===== src/rtl/msi_pkg.sv =====
// Shared definitions for the MSI coherence lab: bus op codes, arbiter
// states (also shown on the board LEDs) and cache line state codes.
package msi_pkg;

  typedef enum logic [1:0] {
    OP_NONE   = 2'b00,
    OP_RDMISS = 2'b01,
    OP_WRMISS = 2'b10,
    OP_INV    = 2'b11
  } bus_op_e;

  typedef enum logic [2:0] {
    ST_IDLE   = 3'd0,
    ST_GRANT  = 3'd1,
    ST_SNOOP  = 3'd2,
    ST_WRBACK = 3'd3,
    ST_MEM    = 3'd4,
    ST_DONE   = 3'd5
  } arb_state_e;

  typedef enum logic [1:0] {
    LINE_I = 2'b00,
    LINE_S = 2'b01,
    LINE_M = 2'b10
  } msi_line_e;

endpackage


===== src/rtl/rr_arbiter.sv =====
// Combinational round-robin picker: first set request at or above the
// pointer, wrapping around at N.
module rr_arbiter #(
  parameter int N = 4
) (
  input  logic [N-1:0]         req_i,
  input  logic [$clog2(N)-1:0] ptr_i,
  output logic [$clog2(N)-1:0] winner_o,
  output logic                 any_req_o
);
  localparam int IW = $clog2(N);

  function automatic int wrap_idx(input int base, input int off);
    int s;
    s = base + off;
    return (s >= N) ? s - N : s;
  endfunction

  // Scan from the farthest offset down so the nearest request wins last.
  always_comb begin
    winner_o = ptr_i;
    for (int k = N - 1; k >= 0; k--) begin
      winner_o = req_i[wrap_idx(int'(ptr_i), k)] ? IW'(wrap_idx(int'(ptr_i), k)) : winner_o;
    end
  end

  assign any_req_o = |req_i;

endmodule


===== src/rtl/msi_bus_arbiter.sv =====
// Snoopy-bus controller: round-robin arbitration, snoop broadcast, write-back
// or memory sequencing, done pulse. Macro MSI_ARB_STATS_EN adds stat counters.
module msi_bus_arbiter
  import msi_pkg::*;
#(
  parameter int NUM_CACHES  = 4,
  parameter int MEM_LATENCY = 3
) (
  input  logic                          clock,
  input  logic                          resetn,
  input  logic [NUM_CACHES-1:0]         req,
  input  logic [2*NUM_CACHES-1:0]       req_op,
  input  logic [NUM_CACHES-1:0]         wb_resp,
  output logic [NUM_CACHES-1:0]         grant,
  output logic                          snoop_valid,
  output logic [1:0]                    snoop_op,
  output logic [$clog2(NUM_CACHES)-1:0] snoop_src,
  output logic                          mem_read,
  output logic                          mem_write,
  output logic                          abort_mem,
  output logic [NUM_CACHES-1:0]         done,
  output logic                          op_error,
  output logic                          busy,
  output logic [2:0]                    arb_state
`ifdef MSI_ARB_STATS_EN
  ,
  output logic [15:0]                   stat_txn,
  output logic [15:0]                   stat_wb
`endif
);
  localparam int IW = $clog2(NUM_CACHES);
  localparam int CW = $clog2(MEM_LATENCY + 1);
  localparam logic [NUM_CACHES-1:0] ONE_HOT0 = {{(NUM_CACHES-1){1'b0}}, 1'b1};

  arb_state_e              state_q, state_d;
  logic [IW-1:0]           winner_q, winner_d, ptr_q, ptr_d, pick_s;
  logic [1:0]              op_q, op_d;
  logic [CW-1:0]           cnt_q, cnt_d;
  logic                    any_req_s;
  logic [NUM_CACHES-1:0]   win_oh_d, wb_masked_s;
  logic [NUM_CACHES-1:0]   grant_q, done_q;
  logic                    snoop_valid_q, mem_read_q, mem_write_q, abort_q, op_error_q, busy_q;
  logic [1:0]              snoop_op_q;
  logic [IW-1:0]           snoop_src_q;
  logic [2:0]              arb_state_q;

  rr_arbiter #(.N(NUM_CACHES)) u_rr (
    .req_i     (req),
    .ptr_i     (ptr_q),
    .winner_o  (pick_s),
    .any_req_o (any_req_s)
  );

  // grant_q is the winner's one-hot during SNOOP, so it doubles as the mask.
  assign wb_masked_s = wb_resp & ~grant_q;
  assign win_oh_d    = ONE_HOT0 << winner_d;

  // Next-state logic; req and req_op only matter in IDLE, wb_resp only in SNOOP.
  always_comb begin
    state_d  = state_q;
    winner_d = winner_q;
    op_d     = op_q;
    cnt_d    = cnt_q;
    ptr_d    = ptr_q;
    case (state_q)
      ST_IDLE: begin
        if (any_req_s) begin
          winner_d = pick_s;
          op_d     = req_op[{pick_s, 1'b0} +: 2];
          state_d  = ST_GRANT;
        end else begin
          state_d  = ST_IDLE;
        end
      end
      ST_GRANT: state_d = (op_q == OP_NONE) ? ST_DONE : ST_SNOOP;
      ST_SNOOP: begin
        if (op_q == OP_INV) begin
          state_d = ST_DONE;
        end else if (|wb_masked_s) begin
          state_d = ST_WRBACK;
          cnt_d   = CW'(MEM_LATENCY);
        end else begin
          state_d = ST_MEM;
          cnt_d   = CW'(MEM_LATENCY);
        end
      end
      ST_WRBACK, ST_MEM: begin
        if (cnt_q > CW'(1)) begin
          cnt_d = cnt_q - CW'(1);
        end else begin
          state_d = ST_DONE;
        end
      end
      ST_DONE: begin
        ptr_d   = (winner_q == IW'(NUM_CACHES - 1)) ? {IW{1'b0}} : winner_q + IW'(1);
        state_d = ST_IDLE;
      end
      default: state_d = ST_IDLE;
    endcase
  end

  // State plus outputs registered from the decoded next state.
  always_ff @(posedge clock or negedge resetn) begin
    if (!resetn) begin
      state_q       <= ST_IDLE;
      winner_q      <= {IW{1'b0}};
      ptr_q         <= {IW{1'b0}};
      op_q          <= 2'b00;
      cnt_q         <= {CW{1'b0}};
      grant_q       <= {NUM_CACHES{1'b0}};
      done_q        <= {NUM_CACHES{1'b0}};
      snoop_valid_q <= 1'b0;
      snoop_op_q    <= 2'b00;
      snoop_src_q   <= {IW{1'b0}};
      mem_read_q    <= 1'b0;
      mem_write_q   <= 1'b0;
      abort_q       <= 1'b0;
      op_error_q    <= 1'b0;
      busy_q        <= 1'b0;
      arb_state_q   <= 3'd0;
    end else begin
      state_q       <= state_d;
      winner_q      <= winner_d;
      ptr_q         <= ptr_d;
      op_q          <= op_d;
      cnt_q         <= cnt_d;
      grant_q       <= (state_d != ST_IDLE) ? win_oh_d : {NUM_CACHES{1'b0}};
      done_q        <= (state_d == ST_DONE) ? win_oh_d : {NUM_CACHES{1'b0}};
      snoop_valid_q <= (state_d == ST_SNOOP);
      snoop_op_q    <= (state_d == ST_SNOOP) ? op_d : 2'b00;
      snoop_src_q   <= (state_d == ST_SNOOP) ? winner_d : {IW{1'b0}};
      mem_read_q    <= (state_d == ST_MEM);
      mem_write_q   <= (state_d == ST_WRBACK);
      abort_q       <= (state_d == ST_WRBACK) && (cnt_d == CW'(1));
      op_error_q    <= (state_d == ST_GRANT) && (op_d == OP_NONE);
      busy_q        <= (state_d != ST_IDLE);
      arb_state_q   <= state_d;
    end
  end

  assign grant       = grant_q;
  assign done        = done_q;
  assign snoop_valid = snoop_valid_q;
  assign snoop_op    = snoop_op_q;
  assign snoop_src   = snoop_src_q;
  assign mem_read    = mem_read_q;
  assign mem_write   = mem_write_q;
  assign abort_mem   = abort_q;
  assign op_error    = op_error_q;
  assign busy        = busy_q;
  assign arb_state   = arb_state_q;

`ifdef MSI_ARB_STATS_EN
  logic [15:0] stat_txn_q, stat_wb_q;

  // Saturating counters: completed transactions and write-back entries.
  always_ff @(posedge clock or negedge resetn) begin
    if (!resetn) begin
      stat_txn_q <= 16'd0;
      stat_wb_q  <= 16'd0;
    end else begin
      if (state_q == ST_DONE && stat_txn_q != 16'hFFFF) begin
        stat_txn_q <= stat_txn_q + 16'd1;
      end
      if (state_q == ST_SNOOP && state_d == ST_WRBACK && stat_wb_q != 16'hFFFF) begin
        stat_wb_q <= stat_wb_q + 16'd1;
      end
    end
  end

  assign stat_txn = stat_txn_q;
  assign stat_wb  = stat_wb_q;
`endif

endmodule


===== config.mk =====
export PLATFORM = sky130hd
export DESIGN_NAME = msi_bus_arbiter
export DESIGN_NICKNAME = d
export VERILOG_FILES = /design/src/rtl/msi_pkg.sv /design/src/rtl/rr_arbiter.sv /design/src/rtl/msi_bus_arbiter.sv
export SDC_FILE = /design/constraint.sdc
export NUM_CORES = 1
export LEC_CHECK = 0
export CAP_MARGIN = 25
export CELL_PAD_IN_SITES_DETAIL_PLACEMENT = 1
export CELL_PAD_IN_SITES_GLOBAL_PLACEMENT = 1
export CORE_ASPECT_RATIO = 0.6
export CORE_MARGIN = 2
export CORE_UTILIZATION = 40
export CTS_CLUSTER_DIAMETER = 80
export DETAILED_ROUTE_END_ITERATION = 8
export GPL_ROUTABILITY_DRIVEN = 0
export PLACE_DENSITY_LB_ADDON = 0.1
export SLEW_MARGIN = 20
export SYNTH_ARGS = -nofsm -noshare
export SYNTH_HDL_FRONTEND = slang
export SYNTH_HIERARCHICAL = 1
export SYNTH_SLANG_ARGS = --single-unit
export TNS_END_PERCENT = 1

===== constraint.sdc =====
create_clock -name clock -period 4.2 [get_ports clock]
set_input_delay 0.63 -clock clock [delete_from_list [all_inputs] [get_ports clock]]
set_output_delay 0.63 -clock clock [all_outputs]
set_load 0.005 [all_outputs]

== Word-level counts from Yosys, hierarchy flattened ==
Cells that the tools add are included.
Word-level totals
  output and inout port bits: 21
  register bits: 29
Operators by class
  order comparisons: 9
  multiplexer cells: 38
  bitwise operators: 2
  reductions and logical operators: 9
  shift operators: 2
  equal/unequal tests: 13
  add/sub/neg operators: 9
Operator list (count)
  $lt A32 B4 Y1 const B: 4
  $mux W32: 4
  $ge A32 B4 Y1 const B: 2
  $sub A32 B4 Y32 const B: 2
  $mux W2: 13
  $eq A3 B2 Y1 const B: 4
  $eq A3 B3 Y1 const B: 4
  $mux W3: 4
  $pmux W3 S4: 1
  $mux W1: 9
  $bmux W1 S2: 4
  $mux W4: 2
  $reduce_or A4 Y1: 2
  $shiftx A8 B4 Y2: 1
  $add A2 B2 Y3 const B: 2
  $eq A3 B1 Y1 const B: 2
  $and A4 B4 Y4: 1
  $eq A2 B2 Y1 const B: 2
  $logic_not A2 Y1: 2
  $not A4 Y4: 1
  $pmux W2 S2: 1
  $shl A1 B2 Y4 const A: 1
  $sub A2 B3 Y4 const B: 1
  $sub A3 B3 Y4 const B: 1
  11 further kinds: 12

== Longest topological paths before layout ==
Gate-level depths: netlist (run 1).
  word-level depth: 15
  gate-level depth with buffers: 8
  mapped depth without buffers: 7

== By module ==
The synthesis (run 1) kept the hierarchy.
Modules (own cells, without submodules)
  msi_bus_arbiter: cells each 121, instances 1, area each 1383.8 um2
  rr_arbiter: cells each 16, instances 1, area each 100.1 um2

== Worst setup path before layout (run 1) ==
No wires, ideal clock.
  kind: input-to-reg
  start point: in req[0]
  end point: reg op_error_q (netlist: op_error)
  arrival: 2166 ps
  library setup time: 96 ps
  path buffers: 0
  path slack: 1939 ps
  stages on the path: 6
  required time: 4104 ps
  path through: and2b_2 or4_1 nand2_1 mux4_2 mux2_4 nor4_2
On the way
  word-level cells in the longest chain between the ends: 12
  elaborated cells on any way between the ends: 25
  those cells by class: eq/ne: 1; shift: 1; mux: 20; reduce/logical: 3
RTL lines
  start: declaration: RTL line msi_bus_arbiter.sv:11  | input logic [NUM_CACHES-1:0] req,
  $bmux W1 S2: RTL line rr_arbiter.sv:23  | winner_o = req_i[wrap_idx(int'(ptr_i), k)] ? IW'(wrap_idx(int'(ptr_i), k)) : winner_o;
  $mux W1 (implied by the code) (2 in series): RTL line rr_arbiter.sv:23
  $mux W2 (3 in series): RTL line rr_arbiter.sv:23
  $mux W2 (*): RTL line rr_arbiter.sv:23
  via pick_s[1]: RTL line msi_bus_arbiter.sv:36  | logic [IW-1:0] winner_q, winner_d, ptr_q, ptr_d, pick_s;
  $shiftx A8 B4 Y2 (*): RTL line msi_bus_arbiter.sv:69  | op_d = req_op[{pick_s, 1'b0} +: 2];
  $mux W2 (*): RTL line msi_bus_arbiter.sv:67  | if (any_req_s) begin
  $mux W2 (*): RTL line msi_bus_arbiter.sv:65  | case (state_q)
  via op_d[0]: RTL line msi_bus_arbiter.sv:37  | logic [1:0] op_q, op_d;
  $logic_not A2 Y1 (*): RTL line msi_bus_arbiter.sv:135  | op_error_q <= (state_d == ST_GRANT) && (op_d == OP_NONE);
  $logic_and A1 B1 Y1 (*): RTL line msi_bus_arbiter.sv:135
  end signal: assignment: RTL line msi_bus_arbiter.sv:135
  end: declaration: RTL line msi_bus_arbiter.sv:42  | logic snoop_valid_q, mem_read_q, mem_write_q, abort_q, op_error_q, busy_q;
Mark *: on every way through the listed nets, which the timed path passes. The rest lies on a longest branch. The select of a mux whose other input is x is not followed.
A chain may end at the register's enable or synchronous reset.

== Final worst setup path (run 1) ==
  start point: in req[3]
  end point: reg op_error_q (netlist: op_error)
Same word-level chain as after synthesis.

==> metrics, run 1 <==
status completed; most frequent cells in the layout clkdlybuf4s50_1 (38), dfrtp_1 (29), nor2_1 (15), inv_1 (11), nand2_1 (10); Worst R2R End op_error; commonest non-fill, non-tap cell in the layout clkdlybuf4s50_1; Worst Setup EP op_error; setup bufs post-CTS 0; crit path launch type input port; Vias 1,205; largest net degree at the start of global routing 30; GRT Total Usage between 20% and 30%; Worst Path Arrival 2910 ps; hold slack final 508 ps; cell row count 17; Worst Path Required 4400 ps; peak supply drop 0.319 mV; # IOs 39; Worst Setup Path Type input port to register; syn_nets about 160; die area 4230 um2; total CTS buffers 5; Max Fclk around 370 MHz; DRC violations left 0; routed len/inst 17.9 um; chip width 82.6 um; worst reg-to-reg setup slack 1980 ps; Max Cap Viol 0; fraction of layout cells with a size suffix above 1 15.6%; Post-CTS Hold Buffers 0; Worst-Margin Slew 526 ps; Setup TNS Final 0 ps; final setup fails 0; core footprint 3620 um2; flops & latches, synth 29; Leak Pwr 0.902 nW; CTS H-tree lvls 2; clock sinks 29; Routed Antenna Nets 0; worst slack, placed 1210 ps; post-synthesis sequential area ratio between 40 and 50%; top-area cell type share of the netlist area 48.9%; largest cells by area after synthesis dfrtp_1 (49%), nor2_1 (3.8%), mux4_2 (3.0%); warnings from Yosys 6; first-pass GRT wire length 6560 um; Reg clk slew, reported paths 70 ps; Antenna Cells 0; Die Y 51.2 um; Port Buffers 38; Slew HR 64.9%; Post-synth top flop dfrtp_1; Initial Util 41.0%; FFs w/ async S/R, synth 100%; period utilization roughly 65%; Crit Path Max Fanout 6; Final nets 200; Placed Area 1900 um2; clock skew 5.63 ps; area leader, netlist dfrtp_1; final instance area 2020 um2; # fillers 406; Skew-Pair Late Insertion Delay 280 ps; CP startpoint req[3]; total wire length 4070 um; RR Startpoint ptr_q[0]; crit path time final between 2000 and 3000 ps; hpwl dp 3080 um; Hold Path Class register to register; Setup crit end kind register; final hold viol count 0; final worst setup slack 1490 ps; Root Buffer clkbuf_8; Overflow after GRT 0; DRT iter0 DRCs 65; cts repair resizes 0; FF-to-FF path depth 6; CTS tree done; DRT Pass-1 Iters 4; P&R area growth vs syn 36.0%; antenna violations before repair 0; Max clock buf depth 2; Post-synth EDFFs 0; Synth Instances 137; vias in the first global route 1,315; Avg Vias per Cell about 5.3; RSZ-0062 raised after global routing false; Power Density between 700 and 800 nW/um2; Final Max Slew Viols 0; mapped cell area 1480 um2; Synth cell types 45; Avg Cell Area, Syn 10.8 um2
## critical path, stage by stage
cell             delay [ps]
clkdlybuf4s50_1         570
and2b_2                 240
o21ai_0                 170
o221a_2                 270
mux4_2                  510
mux2_4                  300
nor4_2                  230
## layout make-up
cell class	count	area, um2	area share [%]
well taps	47	58.8	2.91
clock buffers	6	82.6	4.09
inverters	11	41.3	2.05
repair buffers	39	388	19.2
clock inverters	2	37.5	1.86
multi-input cells	93	684	33.9
flip-flops and latches	29	726	36.0
## metal layers
layer | vias to the layer above | part of all wire (%) | global-route usage [%]
met5 | - | 0 | 0
met4 | 0 | 1.1 | 7.92
met3 | 5 | 7.4 | 6.01
met2 | 50 | 45 | 34.3
met1 | 592 | 46 | 29.5
li1 | 558 | - | -
## Yosys cell counts (3+ instances only)
cell      count
a21oi_1       4
and2_1        3
dfrtp_1      29
ha_1          3
inv_1        11
mux2i_1       3
nand2_1      10
nand2b_1      7
nor2_1       15
nor3_1        3
o21ai_0       5
## how the worst min path moves through the flow
stage / start / to / slack, ps / depth (start not counted)
finish: winner_q[0] / ptr_q[0] / 510 / 1
global route: winner_q[0] / ptr_q[0] / 540 / 1
CTS: winner_q[0] / ptr_q[0] / 510 / 1
detailed placement: winner_q[0] / ptr_q[0] / 500 / 1
global placement: winner_q[0] / ptr_q[0] / 490 / 1
floorplan: resetn / abort_mem / 330 / 0
## cells by family after synthesis
kind of cell	after synthesis	share of synthesized area, %
DFF	29	48.9
adders and majority gates	3	2.53
muxes	8	7.84
buffers and inverters	15	4.97
and+or+nand+nor	56	21.9
AOI/OAI and AO/OA	26	13.8
## state kept, by name (all words and copies together), names as in the netlist, 2 cells and up
register   count
snoop_op       2
done           4
arb_state      3
ptr_q          2
grant          4
winner_q       2
snoop_src      2
op_q           2
cnt_q          2
## metrics by stage
step                      power (mW)  instances  util [%]
after floorplan                0.981        137         -
after global placement          1.23        219      52.5
after detailed placement        1.27        219      52.5
after CTS                       1.59        227      55.8
after global routing            1.71        227      55.8
final                           1.58        227      55.8
## power breakdown
part           switching (mW)  total, mW  internal [mW]
Sequential              0.116      0.506          0.390
Clock                   0.116      0.309          0.193
Combinational           0.395      0.769          0.373
Total                   0.627       1.58          0.956
Note: power is estimated with default switching activity, not from simulation.
==> run 2: changes to the inputs <==
Settings changed: CORE_UTILIZATION 40 to 37.
Clock period 4.2 ns to 2.8 ns, I/O delays scaled along.
==> metrics, run 2 (synthesized netlist as in run 1, its figures left out) <==
largest net degree at the start of global routing 30; Multi-input gate area 684 um2; peak supply drop 0.505 mV; crit path launch type input port; fin util 53.6%; most frequent cells in the layout clkdlybuf4s50_1 (38), dfrtp_1 (29), nor2_1 (15), inv_1 (11), nand2_1 (10); Root Buffer clkbuf_8; final instance area 2020 um2; RR Startpoint ptr_q[0]; P&R area growth vs syn 36.0%; setup bufs post-CTS 0; Hold Path Class input port to async pin; final worst setup slack about 310 ps; final setup fails 0; FF-to-FF path depth 6; worst slack, placed 3.76 ps; Power Density 1160 nW/um2; routed len/inst roughly 17 um; Max clock buf depth 2; total CTS buffers 5; Setup TNS Final 0 ps; Port Buffers 38; fraction of layout cells with a size suffix above 1 between 10% and 20%; hold slack final a little over 500 ps; RSZ-0062 raised after global routing false; Die Y ~53 um; clock skew 7.45 ps; Routed Antenna Nets 0; GRT Total Usage 19.2%; Reg clk slew, reported paths 70 ps; Post-CTS Hold Buffers 0; total wire length 3790 um; Setup crit end kind register; DRC violations left 2; Initial Util 39.4%; Final Non-Filler Cells between 200 and 250; Overflow after GRT 0; crit path time final 2490 ps; Slew HR 65.2%; clock sinks 29; Worst Path Arrival 2680 ps; failing checks DRC; Vias 1,166; total power 2.35 mW; Max Fclk 401 MHz; DRT iter0 DRCs 58; Worst R2R End op_error; # IOs 39; vias in the first global route between 1,000 and 1,500; final hold viol count 0; commonest non-fill, non-tap cell in the layout clkdlybuf4s50_1; first-pass GRT wire length just over 6000 um; worst reg-to-reg setup slack 580 ps; DP Cell Count 219; status complete, but fails checks; Antenna Cells 0; Worst Path Required 2980 ps; cell row count 17; Max Cap Viol 0; Avg Vias per Cell 5.14; die area 4550 um2; DRT Pass-1 Iters 6; Worst-Margin Slew 522 ps; core footprint 3760 um2; Worst Setup Path Type input port to register; Crit Path Max Fanout 6; Leak Pwr 0.902 nW; Reg area 726 um2; Worst Setup EP op_error; antenna violations before repair 0; CP startpoint req[3]; Skew-Pair Late Insertion Delay around 290 ps; period utilization 89.1%; Final Max Slew Viols 0; # fillers 406; hpwl dp 2900 um; Placed Area 1900 um2; Final nets 200; CTS H-tree lvls 2; cts repair resizes 0; CTS tree done; chip width 85.8 um
run 2: cell counts in the layout (fill, tap and decap cells not counted):
No cell type changed its count.
run 2: worst min path at each step:
| stage | end | slack, ps | cells past startpoint | from |
|---|---|---|---|---|
| floorplan | abort_mem | 120 | 0 | resetn |
| finish | done[0] | 520 | 2 | resetn |
| global placement | ptr_q[0] | 490 | 1 | winner_q[0] |
| CTS | ptr_q[0] | 520 | 1 | winner_q[0] |
| detailed placement | ptr_q[0] | 500 | 1 | winner_q[0] |
| global route | snoop_src[1] | 550 | 2 | resetn |
run 2: layout make-up:
type | instances | area share (%)
clock inverter | 2 | 1.86
clock buffer | 6 | 4.09
sequential | 29 | 36.0
multi-input combinational | 93 | 33.9
tap | 47 | 2.91
inverter | 11 | 2.05
timing repair buffer | 39 | 19.2
run 2: metal layers:
metal,up-vias,GRT usage [%],part of all wire (%)
li1,561,-,-
met2,30,28.3,41
met4,0,11.1,2.5
met1,564,25.8,53
met3,11,4.99,3.9
met5,-,0,0
run 2: power by group:
group          switching [mW]  internal (mW)  leakage (nW)
logic                   0.575          0.559         0.475
clock network           0.165          0.289        0.0574
registers               0.172          0.585         0.370
total                   0.912           1.43         0.902
run 2: worst max-delay path, stage by stage:
cell	delay (ps)
clkdlybuf4s50_1	540
and2b_2	230
o21ai_0	160
o221a_2	270
mux4_2	510
mux2_4	290
nor4_2	260
==> run 3: changes to the inputs <==
Settings changed: GPL_ROUTABILITY_DRIVEN 0 to default.
==> results of run 3 <==
Same layout as run 2: the final DEF is identical, and so are final timing and power.
